`src/rtl/input_port_buffer_if.sv`:
```
// Flit-side bundle between an upstream link, the input buffer and the output-port allocator.
// The buffer takes the slave view; the link/allocator side (or a bench) takes the master view.
interface input_port_buffer_if #(
   parameter int DATA_W = 32,
   parameter int DEPTH  = 4
);
   localparam int CNT_W = $clog2(DEPTH + 1);

   logic              in_valid;
   logic [DATA_W-1:0] in_data;
   logic              grant;
   logic [2:0]        targ;
   logic [DATA_W-1:0] out_data;
   logic              empty;
   logic [CNT_W-1:0]  count;
   logic              credit_out;
   logic              err_overflow;

   modport master (
      output in_valid, in_data, grant,
      input  targ, out_data, empty, count, credit_out, err_overflow
   );

   modport slave (
      input  in_valid, in_data, grant,
      output targ, out_data, empty, count, credit_out, err_overflow
   );
endinterface

```
`src/rtl/input_port_buffer.sv`:
```
// Per-input-port flit FIFO with XY route lookup on the head flit and one upstream credit per pop.
// Head data and target are combinational from the head entry, so a new flit is visible one edge after its write.
module input_port_buffer #(
   parameter int DATA_W = 32,
   parameter int DEPTH  = 4,
   parameter int X_W    = 2,
   parameter int Y_W    = 2,
   parameter int CUR_X  = 0,
   parameter int CUR_Y  = 0
) (
   input  logic                clk,
   input  logic                rst,
   input_port_buffer_if.slave  bus
);
   localparam int PTR_W = (DEPTH > 1) ? $clog2(DEPTH) : 1;
   localparam int CNT_W = $clog2(DEPTH + 1);

   localparam logic [PTR_W-1:0] PTR_LAST = PTR_W'(DEPTH - 1);
   localparam logic [CNT_W-1:0] CNT_FULL = CNT_W'(DEPTH);
   localparam logic [X_W-1:0]   HERE_X   = X_W'(CUR_X);
   localparam logic [Y_W-1:0]   HERE_Y   = Y_W'(CUR_Y);

   typedef enum logic [2:0] {
      TARG_NONE = 3'd0,
      TARG_N    = 3'd1,
      TARG_S    = 3'd2,
      TARG_E    = 3'd3,
      TARG_W    = 3'd4,
      TARG_PE   = 3'd5
   } targ_e;

   logic [DATA_W-1:0] mem [DEPTH];
   logic [PTR_W-1:0]  wr_ptr, rd_ptr;
   logic [CNT_W-1:0]  count;
   logic              credit_q, err_q;

   logic              empty, full, pop, push;
   logic [DATA_W-1:0] head;
   logic [X_W-1:0]    dst_x;
   logic [Y_W-1:0]    dst_y;
   targ_e             targ_c;

   function automatic logic [PTR_W-1:0] ptr_inc(input logic [PTR_W-1:0] p);
      return (p == PTR_LAST) ? '0 : p + 1'b1;
   endfunction

   assign empty = (count == '0);
   assign full  = (count == CNT_FULL);
   // A grant on an empty buffer is ignored; a full buffer still accepts a write when it pops the same cycle.
   assign pop   = bus.grant && !empty;
   assign push  = bus.in_valid && (!full || pop);

   // Storage is deliberately not reset; occupancy is tracked by count alone.
   always_ff @(posedge clk) begin
      if (push) mem[wr_ptr] <= bus.in_data;
   end

   always_ff @(posedge clk) begin
      if (rst) begin
         wr_ptr   <= '0;
         rd_ptr   <= '0;
         count    <= '0;
         credit_q <= 1'b0;
         err_q    <= 1'b0;
      end else begin
         if (push) wr_ptr <= ptr_inc(wr_ptr);
         if (pop)  rd_ptr <= ptr_inc(rd_ptr);
         case ({push, pop})
            2'b10:   count <= count + 1'b1;
            2'b01:   count <= count - 1'b1;
            default: count <= count;
         endcase
         credit_q <= pop;
         if (bus.in_valid && full && !pop) err_q <= 1'b1;
      end
   end

   // XY dimension-order routing: resolve X first, then Y, then eject locally.
   always_comb begin
      head   = mem[rd_ptr];
      dst_x  = head[DATA_W-1 -: X_W];
      dst_y  = head[DATA_W-1-X_W -: Y_W];
      targ_c = TARG_NONE;
      if (!empty) begin
         if (dst_x > HERE_X)      targ_c = TARG_E;
         else if (dst_x < HERE_X) targ_c = TARG_W;
         else if (dst_y > HERE_Y) targ_c = TARG_N;
         else if (dst_y < HERE_Y) targ_c = TARG_S;
         else                     targ_c = TARG_PE;
      end
   end

   assign bus.targ         = targ_c;
   assign bus.out_data     = head;
   assign bus.empty        = empty;
   assign bus.count        = count;
   assign bus.credit_out   = credit_q;
   assign bus.err_overflow = err_q;
endmodule

```
`src/flat_wrapper.sv`:
```
// flat-port wrapper written by rule: the top's interface ports become plain ports
module input_port_buffer_flat 
#(
   parameter int DATA_W = 32,
   parameter int DEPTH  = 4,
   parameter int X_W    = 2,
   parameter int Y_W    = 2,
   parameter int CUR_X  = 0,
   parameter int CUR_Y  = 0
)
  (clk, rst, bus_in_valid, bus_in_data, bus_grant, bus_targ, bus_out_data, bus_empty, bus_count, bus_credit_out, bus_err_overflow);
  input_port_buffer_if #(.DATA_W(DATA_W), .DEPTH(DEPTH)) bus_i ();
  input  logic clk;
  input  logic rst;
  input wire logic [$bits(bus_i.in_valid)-1:0] bus_in_valid;
  input wire logic [$bits(bus_i.in_data)-1:0] bus_in_data;
  input wire logic [$bits(bus_i.grant)-1:0] bus_grant;
  output wire logic [$bits(bus_i.targ)-1:0] bus_targ;
  output wire logic [$bits(bus_i.out_data)-1:0] bus_out_data;
  output wire logic [$bits(bus_i.empty)-1:0] bus_empty;
  output wire logic [$bits(bus_i.count)-1:0] bus_count;
  output wire logic [$bits(bus_i.credit_out)-1:0] bus_credit_out;
  output wire logic [$bits(bus_i.err_overflow)-1:0] bus_err_overflow;
  assign bus_i.in_valid = bus_in_valid;
  assign bus_i.in_data = bus_in_data;
  assign bus_i.grant = bus_grant;
  assign bus_targ = bus_i.targ;
  assign bus_out_data = bus_i.out_data;
  assign bus_empty = bus_i.empty;
  assign bus_count = bus_i.count;
  assign bus_credit_out = bus_i.credit_out;
  assign bus_err_overflow = bus_i.err_overflow;
  input_port_buffer #(.DATA_W(DATA_W), .DEPTH(DEPTH), .X_W(X_W), .Y_W(Y_W), .CUR_X(CUR_X), .CUR_Y(CUR_Y)) u_core (.clk(clk), .rst(rst), .bus(bus_i));
endmodule
```
`config.mk`:
```
export PLATFORM = sky130hd
export DESIGN_NAME = input_port_buffer_flat
export DESIGN_NICKNAME = d
export VERILOG_FILES = /design/src/rtl/input_port_buffer_if.sv /design/src/rtl/input_port_buffer.sv /design/src/flat_wrapper.sv
export SDC_FILE = /design/constraint.sdc
export NUM_CORES = 1
export LEC_CHECK = 0
export ABC_AREA = 1
export CORE_MARGIN = 2
export CORE_UTILIZATION = 54
export DETAILED_ROUTE_END_ITERATION = 16
export GPL_TIMING_DRIVEN = 0
export PLACE_DENSITY = 0.76
export SYNTH_ARGS = -nofsm -noshare
export SYNTH_HDL_FRONTEND = slang
export SYNTH_SLANG_ARGS = --single-unit
```
`constraint.sdc`:
```
create_clock -name clk -period 3.4 [get_ports clk]
set_clock_uncertainty 0.15 [all_clocks]
set_input_delay 0.34 -clock clk [delete_from_list [all_inputs] [get_ports clk]]
set_output_delay 0.34 -clock clk [all_outputs]
set_load 0.01 [all_outputs]
```
# Yosys cells after proc, flatten, opt, wreduce, memory -nomap -nowiden
# Memory sizes are Yosys's and may differ from the RTL's. A register that Yosys moved wholly into a read port is not among the register bits.
# Index checks and enable logic that the tools add are counted.
[word_totals]
register_bits = 9
mem_bits_rw = 128
input_bits = 36
output_inout_bits = 41
wordCells = 41
n_memories = 1
[mem_list]
columns = ["name", "depth", "word_bits", "read_ports", "rd_ports_with_merged_regs", "write_ports", "line_no", "source"]
rows = [
  ["u_core.mem", 4, 32, 1, 1, 1, "input_port_buffer.sv:32", "logic [DATA_W-1:0] mem [DEPTH];"],
]
[op_classes]
add_sub_neg = 4
order_cmp = 4
n_eq_ne = 5
muxes = 12
n_reduce_logical = 10
[ops]
columns = ["cell", "n"]
rows = [
  ["$mux 3", 5],
  ["$mux 2", 4],
  ["$eq 2x2->1 const B", 3],
  ["$pmux 3 s2", 1],
  ["$add 2x1->2 const B", 2],
  ["$gt 2x1->1 const B", 2],
  ["$logic_and 1x1->1", 4],
  ["$lt 2x1->1 const B", 2],
  ["$add 3x1->3 const B", 1],
  ["$eq 3x3->1 const B", 1],
  ["$logic_not 1->1", 3],
  ["$logic_not 3->1", 1],
  ["$sub 3x1->3 const B", 1],
  ["$eq 2x1->1 const B", 1],
  ["$mux 1", 2],
  ["$reduce_bool 2->1", 1],
  ["$logic_or 1x1->1", 1],
]

# Logic depth before layout (Yosys ltp)
# Gate-level depths: netlist (run 1).
[depth]
ltp_word = 7
depth_mapped = 12
mapped_depth_nobuf = 12

# Worst setup path before layout (run 1)
# OpenSTA, ideal clock, no wires.
[synth_timing]
path_kind = "register to register"
start = "register u_core.count[1], in the netlist u_core.bus.count[1]"
end = "memory u_core.mem[0][0] (enable)"
setup_time_ns = 0.421
t_arrival_ns = 2.070
t_required_ns = 2.829
slack_ns = 0.759
path_stages_with_launch = 5
n_path_buf = 0
synth_period_minus_slack_ns = 2.641
path_cell_list = "dfxtp_1 nor2_2 nand3_1 nand2_2 nor2_1"
[synth_via]
elab_chain_cells = 7
elab_cells_between_ends = 9
classes_between = "eq/ne (1); mux (2); reduce/logical (6)"
[synth_lines]
columns = ["item", "line_no", "source"]
rows = [
  ["start: declaration", "input_port_buffer.sv:34", "logic [CNT_W-1:0] count;"],
  ["start signal: assignment", "input_port_buffer.sv:69", "2'b10: count <= count + 1'b1;"],
  ["start signal: assignment", "input_port_buffer.sv:70", "2'b01: count <= count - 1'b1;"],
  ["start signal: assignment", "input_port_buffer.sv:71", "default: count <= count;"],
  ["$logic_not 3->1", "input_port_buffer.sv:47", "assign empty = (count == '0);"],
  ["$logic_not 1->1", "input_port_buffer.sv:50", "assign pop = bus.grant && !empty;"],
  ["$logic_and 1x1->1", "input_port_buffer.sv:50", ""],
  ["$logic_or 1x1->1 *", "input_port_buffer.sv:51", "assign push = bus.in_valid && (!full || pop);"],
  ["$logic_and 1x1->1 *", "input_port_buffer.sv:51", ""],
  ["$mux 1 *", "input_port_buffer.sv:55", "if (push) mem[wr_ptr] <= bus.in_data;"],
  ["$mux 1 (not written as such) *", "input_port_buffer.sv:55", ""],
  ["end: declaration", "input_port_buffer.sv:32", ""],
]
# Every way passes the cells marked *; elsewhere a longest branch is shown, timed or not.

==> results of run 1 <==
-- area by class of cell --
type	instances	area (sq um)
well taps	133	166
clock inverters	13	246
fillers	610	2620
clock buffers	19	422
flip-flops and latches	139	4060
multi-input cells	217	1110
inverters	23	91.3
plain buffers	19	106
repair buffers	80	863
-- worst reg2reg max path: stages, from the launching register on --
cell and delay (ns):
sky130_fd_sc_hd__dfxtp_1 0.34, sky130_fd_sc_hd__nor2_2 0.17, sky130_fd_sc_hd__nand3_1 0.17, sky130_fd_sc_hd__nand2_2 0.26, sky130_fd_sc_hd__ha_1 0.19, sky130_fd_sc_hd__inv_1 0.07
sky130_fd_sc_hd__fa_1 0.39, sky130_fd_sc_hd__or2_2 0.32, sky130_fd_sc_hd__nand3_1 0.07, sky130_fd_sc_hd__nand2_1 0.06, sky130_fd_sc_hd__inv_1 0.05, sky130_fd_sc_hd__nor2_1 0.03
-- layout by cell type (no fill, tap or decap) --
master,n
sky130_fd_sc_hd__a21oi_1,6
sky130_fd_sc_hd__buf_12,1
sky130_fd_sc_hd__buf_16,3
sky130_fd_sc_hd__buf_2,6
sky130_fd_sc_hd__buf_4,3
sky130_fd_sc_hd__buf_6,2
sky130_fd_sc_hd__bufinv_16,7
sky130_fd_sc_hd__clkbuf_1,9
sky130_fd_sc_hd__clkbuf_16,16
sky130_fd_sc_hd__clkbuf_2,1
sky130_fd_sc_hd__clkbuf_8,1
sky130_fd_sc_hd__clkdlybuf4s50_1,76
sky130_fd_sc_hd__clkinv_1,2
sky130_fd_sc_hd__clkinv_2,1
sky130_fd_sc_hd__clkinv_4,1
sky130_fd_sc_hd__clkinvlp_4,2
sky130_fd_sc_hd__dfxtp_1,11
sky130_fd_sc_hd__edfxtp_1,128
sky130_fd_sc_hd__fa_1,1
sky130_fd_sc_hd__ha_1,6
sky130_fd_sc_hd__inv_1,21
sky130_fd_sc_hd__inv_2,1
sky130_fd_sc_hd__inv_6,1
sky130_fd_sc_hd__nand2_1,27
sky130_fd_sc_hd__nand2_2,3
sky130_fd_sc_hd__nand3_1,12
sky130_fd_sc_hd__nand3_2,1
sky130_fd_sc_hd__nand4_1,2
sky130_fd_sc_hd__nor2_1,64
sky130_fd_sc_hd__nor2_2,2
sky130_fd_sc_hd__nor2_4,4
sky130_fd_sc_hd__o21ai_0,60
sky130_fd_sc_hd__o22ai_1,28
sky130_fd_sc_hd__or2_2,1
-- metal layers --
layer  vias up  part of all wire (%)
met5         -                     0
met4         0                   1.3
met3        18                   7.2
met2       158                    50
met1      1754                    42
li1       1648                     -
-- worst paths after layout --
path	start	endpoint	cells past startpoint
worst min register to register	u_core.bus.err_overflow	u_core.bus.err_overflow	2
worst max-delay path	flop	bus_out_data[0]	6
worst max register to register	u_core.bus.count[1]	u_core.bus.count[2]	11
worst min-delay path	bus_in_data[30]	u_core.mem[2][30]	1
-- cell families (layout without fill, tap and decap cells) --
kind of cell             after synthesis  in the layout  share of synthesized area [%]
adder cells (fa/ha/maj)                7              7                           1.78
flip-flops                           139            139                           76.1
AND/OR/NAND/NOR                      116            116                           8.93
AO/OA/AOI/OAI                         94             94                           9.47
buffers and inverters                 42            154                           3.70
-- stage by stage --
step | power [mW] | setup TNS, ns | utilization, %
finish | 5.76 | 0 | 73.0
global route | 6.01 | 0 | 73.0
CTS | 5.78 | 0 | 73.0
detailed placement | 3.69 | 0 | 66.1
global placement | 3.63 | -83.77 | 64.7
floorplan | 2.87 | 0 | -
-- report_power, final --
group / switching [mW] / internal (mW) / total [mW]
combinational: 0.887 / 0.733 / 1.62
sequential: 0.0578 / 2.01 / 2.06
clock: 0.669 / 1.41 / 2.08
-- registers in the layout (all words and copies together) (netlist names), named ones only --
register / flops
u_core.mem: 128
u_core.bus.count: 3
u_core.rd_ptr: 2
u_core.wr_ptr: 2
u_core.bus.credit_out: 1
u_core.bus.err_overflow: 1
==> impl_metrics.sql, run 1 <==
INSERT INTO impl_metrics (metric_group, metric, value, unit) VALUES
('layout', 'net_total_in_the_final_layout', '540', ''),
('critical_path', 'worstPathRequired', '2.91', 'ns'),
('power_and_ir_drop', 'p_per_area', '815', 'nW/um^2'),
('floorplanning', 'initial_utilization', '55.1', '%'),
('routing', 'routed_wire_length_per_instance', '18.7', 'microns'),
('synthesis', 'synth.ff_latch_count', '139', ''),
('timing', 'timing_hold_violations_final', '0', ''),
('synthesis', 'postSynthCellCount', '398', ''),
('placement', 'gp_congestion', '0.720', ''),
('routing', 'routed-via-count', '3578', ''),
('timing', 'final.hold.worst_slack', '0.296', 'ns'),
('grt', 'gr-total-overflow', '0', ''),
('routing', 'drt.antenna.violating_nets', '0', ''),
('timing', 'postLayoutSetupSlackWorst', '0.402', 'ns'),
('grt', 'grtUsageMet3', '6.12', '%'),
('grt', 'grt_busiest_layer', 'met2', ''),
('power_and_ir_drop', 'irDropWorstVdd', '423', 'uV'),
('floorplanning', 'fp-row-count', '36', ''),
('critical_path', 'crit_path_cell_trace', 'buf_6 -> inv_6 -> clkbuf_1 -> o21ai_0 -> o22ai_1 -> clkdlybuf4s50_1', ''),
('synthesis', 'yosysMostFrequentCell', 'sky130_fd_sc_hd__edfxtp_1', ''),
('clock_network', 'clockBufferDepth', '2', ''),
('placement', 'postPlaceCellArea', '6400', 'sq um'),
('synthesis', 'mappedNetlistArea', '5340', 'sq um'),
('critical_path', 'crit_family', 'buffers and inverters', ''),
('clock_network', 'cts_hold_repair.buffers', '0', ''),
('placement', 'placement.io_buffers', '76', ''),
('synthesis', 'syn-num-nets', '441', ''),
('critical_path', 'cp_max_fo', '10', ''),
('clock_network', 'clock_sink_count', '139', ''),
('critical_path', 'cp_data_arrival_time', '2.51', 'ns'),
('outcome', 'outcome', 'finished clean', ''),
('synthesis', 'synth_async_sr_flop_share', '0', '%'),
('clock_network', 'cts.htree.levels', '4', ''),
('power_and_ir_drop', 'leakage', '2.49', 'nW'),
('synthesis', 'synth_top_area_share', '72.0', '%'),
('timing', 'timing_max_transition_violations_final', '0', ''),
('clock_network', 'post_cts_resize_count', '0', ''),
('synthesis', 'synth-seq-area-share', '76.1', '%'),
('layout', 'final_cell_count_no_fill', '643', ''),
('min_path', 'hold_class', 'in2reg', ''),
('layout', 'layout-drive-gt1-share', '11.2', '%'),
('routing', 'drcViolationCount', '0', ''),
('synthesis', 'synth_enable_flop_cells', '128', ''),
('clock_network', 'cts_root_buf', 'sky130_fd_sc_hd__clkbuf_8', ''),
('grt', 'grt_usage', '23.6', '%'),
('synthesis', 'ys.warnings.count', '0', ''),
('floorplanning', 'ioPinCount', '77', ''),
('critical_path', 'cp-end-kind', 'output port', ''),
('grt', 'grt_use_met2', '38.9', '%'),
('critical_path', 'critical-path-slowest-cell', 'sky130_fd_sc_hd__clkdlybuf4s50_1', ''),
('grt', 'largest_net_degree_at_the_start_of_global_routing', '25', ''),
('routing', 'routed_via_density', '5.56', ''),
('job', 'maximum_capacitance_violations', '0', ''),
('clock_network', 'cts_tree', 'built', ''),
('grt', 'grt_pass1_vias', '3635', ''),
('floorplanning', 'core', '9680', 'sq um'),
('timing', 'max_slew.worst_pin.slew', '0.620', 'ns'),
('clock_network', 'cts_setup_buffers', '0', ''),
('synthesis', 'avgSynthCellArea', '13.4', 'sq um'),
('synthesis', 'synth.largest_area_cell', 'sky130_fd_sc_hd__edfxtp_1', ''),
('layout', 'insertedDiodeCount', '0', ''),
('critical_path', 'max_stage_delay_on_crit_path', '0.59', 'ns'),
('routing', 'drt_wl_total', '12000', 'microns'),
('critical_path', 'path_buf_inv', '4', ''),
('grt', 'grt_antenna_before_repair', '0', ''),
('floorplanning', 'floorplan.die_area', '10700', 'sq um'),
('grt', 'first_pass_grt_wire_length', '17900', 'microns'),
('layout', 'area_growth_syn_to_layout', '32.4', '%'),
('placement', 'placedCellCount', '611', ''),
('placement', 'dpl_wire_length', '6960', 'microns'),
('synthesis', 'dominantRegCellSynth', 'sky130_fd_sc_hd__edfxtp_1', '');
No activity file was read; power rests on OpenSTA's default activity.
==> inputs of run 2 (changes only) <==
Settings changed: ABC_AREA 1 to unset, CORE_MARGIN 2 to unset, CORE_UTILIZATION 54 to 53, PLACE_DENSITY 0.76 to 0.75.
==> impl_metrics.sql, run 2 <==
INSERT INTO impl_metrics (metric_group, metric, value, unit) VALUES
('outcome', 'outcome', 'finished clean', ''),
('critical_path', 'r2r_slack', '0.77', 'ns'),
('synthesis', 'yosys.cell_types.count', '27', ''),
('min_path', 'min_to', 'u_core.bus.count[1]', ''),
('critical_path', 'criticalPathCategory', 'reg2out', ''),
('layout', 'net_total_in_the_final_layout', '376', ''),
('critical_path', 'cp_data_arrival_time', '2.42', 'ns'),
('timing', 'setup_repair_after_global_routing_missed_its_margin', 'no', ''),
('floorplanning', 'floorplan.die_area', '10200', 'sq um'),
('routing', 'drt.antenna.violating_nets', '0', ''),
('critical_path', 'r2r-start', 'u_core.bus.count[1]', ''),
('layout', 'largest_register_ffs', '128', ''),
('clock_network', 'clkSlewWorstSetupHoldPaths', '0.06', 'ns'),
('grt', 'grtUsageMet3', '5.18', '%'),
('critical_path', 'cp_max_fo', '10', ''),
('timing', 'finalCriticalPeriod', '2.91', 'ns'),
('layout', 'top_regs', 'u_core.mem: 128 flops, u_core.bus.count: 3 flops', ''),
('placement', 'place_worst_setup_slack', '0.335', 'ns'),
('min_path', 'hp-start', 'rst', ''),
('power_and_ir_drop', 'leakage', '2.21', 'nW'),
('min_path', 'min_path_cells', '2', ''),
('synthesis', 'postSynthCellCount', '239', ''),
('job', 'maximum_capacitance_violations', '0', ''),
('synthesis', 'synth.ff_latch_count', '139', ''),
('critical_path', 'crit_path_cell_trace', 'buf_2 -> clkbuf_1 -> mux4_2 -> clkdlybuf4s50_1', ''),
('clock_network', 'cts_root_buf', 'sky130_fd_sc_hd__clkbuf_8', ''),
('grt', 'grt_pass1_vias', '2675', ''),
('grt', 'grt_use_met1', '23.5', '%'),
('clock_network', 'cts_tree', 'built', ''),
('synthesis', 'syn-num-nets', '282', ''),
('grt', 'first_pass_grt_wire_length', '13500', 'microns'),
('critical_path', 'timing.rr.end', 'u_core.bus.count[2]', ''),
('routing', 'drcViolationCount', '0', ''),
('layout', 'layout_commonest_cell', 'sky130_fd_sc_hd__edfxtp_1', ''),
('placement', 'gp_congestion', '0.682', ''),
('grt', 'grt_antenna_before_repair', '0', ''),
('floorplanning', 'core', '9370', 'sq um'),
('synthesis', 'synth-seq-area-share', '78.0', '%'),
('critical_path', 'cp-end-kind', 'output port', ''),
('floorplanning', 'fp-row-count', '35', ''),
('floorplanning', 'initial_utilization', '55.6', '%'),
('synthesis', 'synth.largest_area_cell', 'sky130_fd_sc_hd__edfxtp_1', ''),
('synthesis', 'avgSynthCellArea', '21.8', 'sq um'),
('min_path', 'hold_class', 'in2reg', ''),
('layout', 'area_growth_syn_to_layout', '28.8', '%'),
('routing', 'first_iter_violations', '116', ''),
('timing', 'count_of_final_setup_violators', '0', ''),
('timing', 'max_slew_margin', '40.5', '%'),
('routing', 'routed-via-count', '2550', ''),
('placement', 'placement.io_buffers', '75', ''),
('floorplanning', 'die_h', '101', 'microns'),
('grt', 'grt_use_met2', '30.6', '%'),
('power_and_ir_drop', 'power.total', '4.96', 'mW'),
('synthesis', 'yosysMostFrequentCell', 'sky130_fd_sc_hd__edfxtp_1', ''),
('synthesis', 'dominantRegCellSynth', 'sky130_fd_sc_hd__edfxtp_1', ''),
('floorplanning', 'ioPinCount', '77', ''),
('synthesis', 'synth_async_sr_flop_share', '0', '%'),
('timing', 'timing_max_transition_violations_final', '0', ''),
('floorplanning', 'die-width', '101', 'microns'),
('critical_path', 'start_kind', 'flop', ''),
('synthesis', 'mappedNetlistArea', '5210', 'sq um'),
('routing', 'routed_via_density', '5.38', ''),
('synthesis', 'synth_top_area_share', '73.8', '%'),
('clock_network', 'post_cts_resize_count', '0', ''),
('critical_path', 'worstPathRequired', '2.91', 'ns'),
('synthesis', 'synth.cells.most_frequent', '128 x sky130_fd_sc_hd__edfxtp_1, 30 x sky130_fd_sc_hd__mux4_2, 11 x sky130_fd_sc_hd__dfxtp_1', ''),
('power_and_ir_drop', 'p_per_area', '739', 'nW/um^2'),
('timing', 'max_slew.worst_pin.slew', '0.892', 'ns'),
('synthesis', 'synth_area_leaders', 'sky130_fd_sc_hd__edfxtp_1 74%, sky130_fd_sc_hd__mux4_2 13%, sky130_fd_sc_hd__dfxtp_1 4.2%', ''),
('grt', 'largest_net_degree_at_the_start_of_global_routing', '33', ''),
('routing', 'drt_wl_total', '8870', 'microns'),
('clock_network', 'clock_insertion_delay_worst_skew', '0.50', 'ns'),
('critical_path', 'r2r.worst_path.cells', '9', ''),
('timing', 'postLayoutSetupSlackWorst', '0.492', 'ns'),
('clock_network', 'cts_hold_repair.buffers', '0', ''),
('clock_network', 'cts_made_buffers', '17', ''),
('synthesis', 'ys.warnings.count', '0', ''),
('grt', 'gr-total-overflow', '0', ''),
('critical_path', 'critical-path-slowest-cell', 'sky130_fd_sc_hd__clkbuf_1', ''),
('clock_network', 'clock_sink_count', '139', ''),
('clock_network', 'clockBufferDepth', '2', ''),
('timing', 'final_min_period_over_clock_period', '85.5', '%'),
('placement', 'dpl_wire_length', '5250', 'microns'),
('layout', 'final.fill_count', '626', ''),
('grt', 'grt_usage', '18.7', '%'),
('timing', 'fmax', '344', 'MHz'),
('grt', 'grt_busiest_layer', 'met2', ''),
('timing', 'timing_hold_violations_final', '0', ''),
('layout', 'insertedDiodeCount', '0', ''),
('power_and_ir_drop', 'irDropWorstVdd', '417', 'uV'),
('synthesis', 'synth_enable_flop_cells', '128', ''),
('layout', 'layout-drive-gt1-share', '21.4', '%'),
('clock_network', 'cts_setup_buffers', '0', ''),
('clock_network', 'cts.htree.levels', '4', ''),
('layout', 'register_with_the_most_flip_flops', 'u_core.mem', ''),
('timing', 'setup-tns-final', '0', 'ns'),
('layout', 'layout.cells.most_common_list', '128 x sky130_fd_sc_hd__edfxtp_1, 75 x sky130_fd_sc_hd__clkdlybuf4s50_1, 30 x sky130_fd_sc_hd__mux4_2, 16 x sky130_fd_sc_hd__clkbuf_16, 11 x sky130_fd_sc_hd__dfxtp_1', ''),
('routing', 'routed_wire_length_per_instance', '18.7', 'microns'),
('routing', 'detailedRoute.firstPassIterationCount', '4', ''),
('critical_path', 'max_stage_delay_on_crit_path', '0.50', 'ns');
-- run 2: cell count changes after synthesis, moves of 6 or more --
cell and change:
sky130_fd_sc_hd__nor2_1 -61, sky130_fd_sc_hd__o21ai_0 -57, sky130_fd_sc_hd__mux4_2 +30, sky130_fd_sc_hd__o22ai_1 -28
sky130_fd_sc_hd__nand2_1 -25, sky130_fd_sc_hd__inv_1 -12, sky130_fd_sc_hd__nand3_1 -10, sky130_fd_sc_hd__mux2i_1 +6
-- run 2: logic make-up after synthesis --
| family | count (synthesis) | synth area share, % |
|---|---|---|
| mux | 36 | 14.1 |
| simple gates | 24 | 2.59 |
| compound gates | 12 | 1.32 |
| xor+xnor | 2 | 0.336 |
| flops | 139 | 78.0 |
| buf+inv | 19 | 1.80 |
| fa+ha+maj | 7 | 1.83 |
-- run 2: worst max-delay path by stage --
stage / to / slack [ns] / cells after the start
after floorplan: u_core.bus.count[2] / 1.03 / 9
after global placement: u_core.mem[3][5] / 0.38 / 3
after detailed placement: u_core.bus.count[2] / 0.34 / 10
after CTS: bus_out_data[7] / 0.44 / 4
after global routing: bus_out_data[9] / 0.33 / 4
final: bus_out_data[7] / 0.49 / 4
-- run 2: stage by stage --
step / cells / util, % / hold slack (ns) / instance area (sq um)
global route: 474 / 71.6 / 0.0391 / 6710
CTS: 474 / 71.6 / 0.0300 / 6710
detailed placement: 443 / 65.4 / 0.320 / 6130
global placement: 443 / 65.3 / 0.305 / 6120
finish: 474 / 71.6 / 0.0443 / 6710
floorplan: 239 / - / 0.289 / 5210
-- run 2: power by group --
part	switching (mW)	total (mW)	leakage [nW]	internal [mW]
Sequential	0.0507	2.05	1.27	2.00
Combinational	0.482	1.11	0.666	0.625
Clock	0.686	1.80	0.280	1.12
-- run 2: layer usage --
layer / vias up / share of wire, %
met1: 1309 / 42
li1: 1166 / -
met2: 65 / 52
met4: 0 / 1.5
met3: 10 / 4.3
met5: - / 0
-- run 2: layout make-up --
cell class              instances  area (sq um)  share of cell area, %
flip-flops and latches        139          4060                   60.5
clock buffers                  17           414                   6.17
well taps                     129           161                   2.40
plain buffers                  10          60.1                  0.895
repair buffers                 75           751                   11.2
multi-input cells              81          1060                   15.8
inverters                       9          33.8                  0.503
clock inverters                14           171                   2.55
-- run 2: worst max-delay path: cells and delay by family, from the launching register on --
| kind | cells | cell delay [ns] |
|---|---|---|
| flops | 1 | 0.31 |
| mux | 1 | 0.42 |
| buf+inv | 3 | 1.18 |
==> inputs of run 3 (changes only) <==
Settings changed: ABC_CLOCK_PERIOD_IN_PS set to 3400.
==> results of run 3 <==
No change in the layout: final DEF, timing and power equal those of run 2.
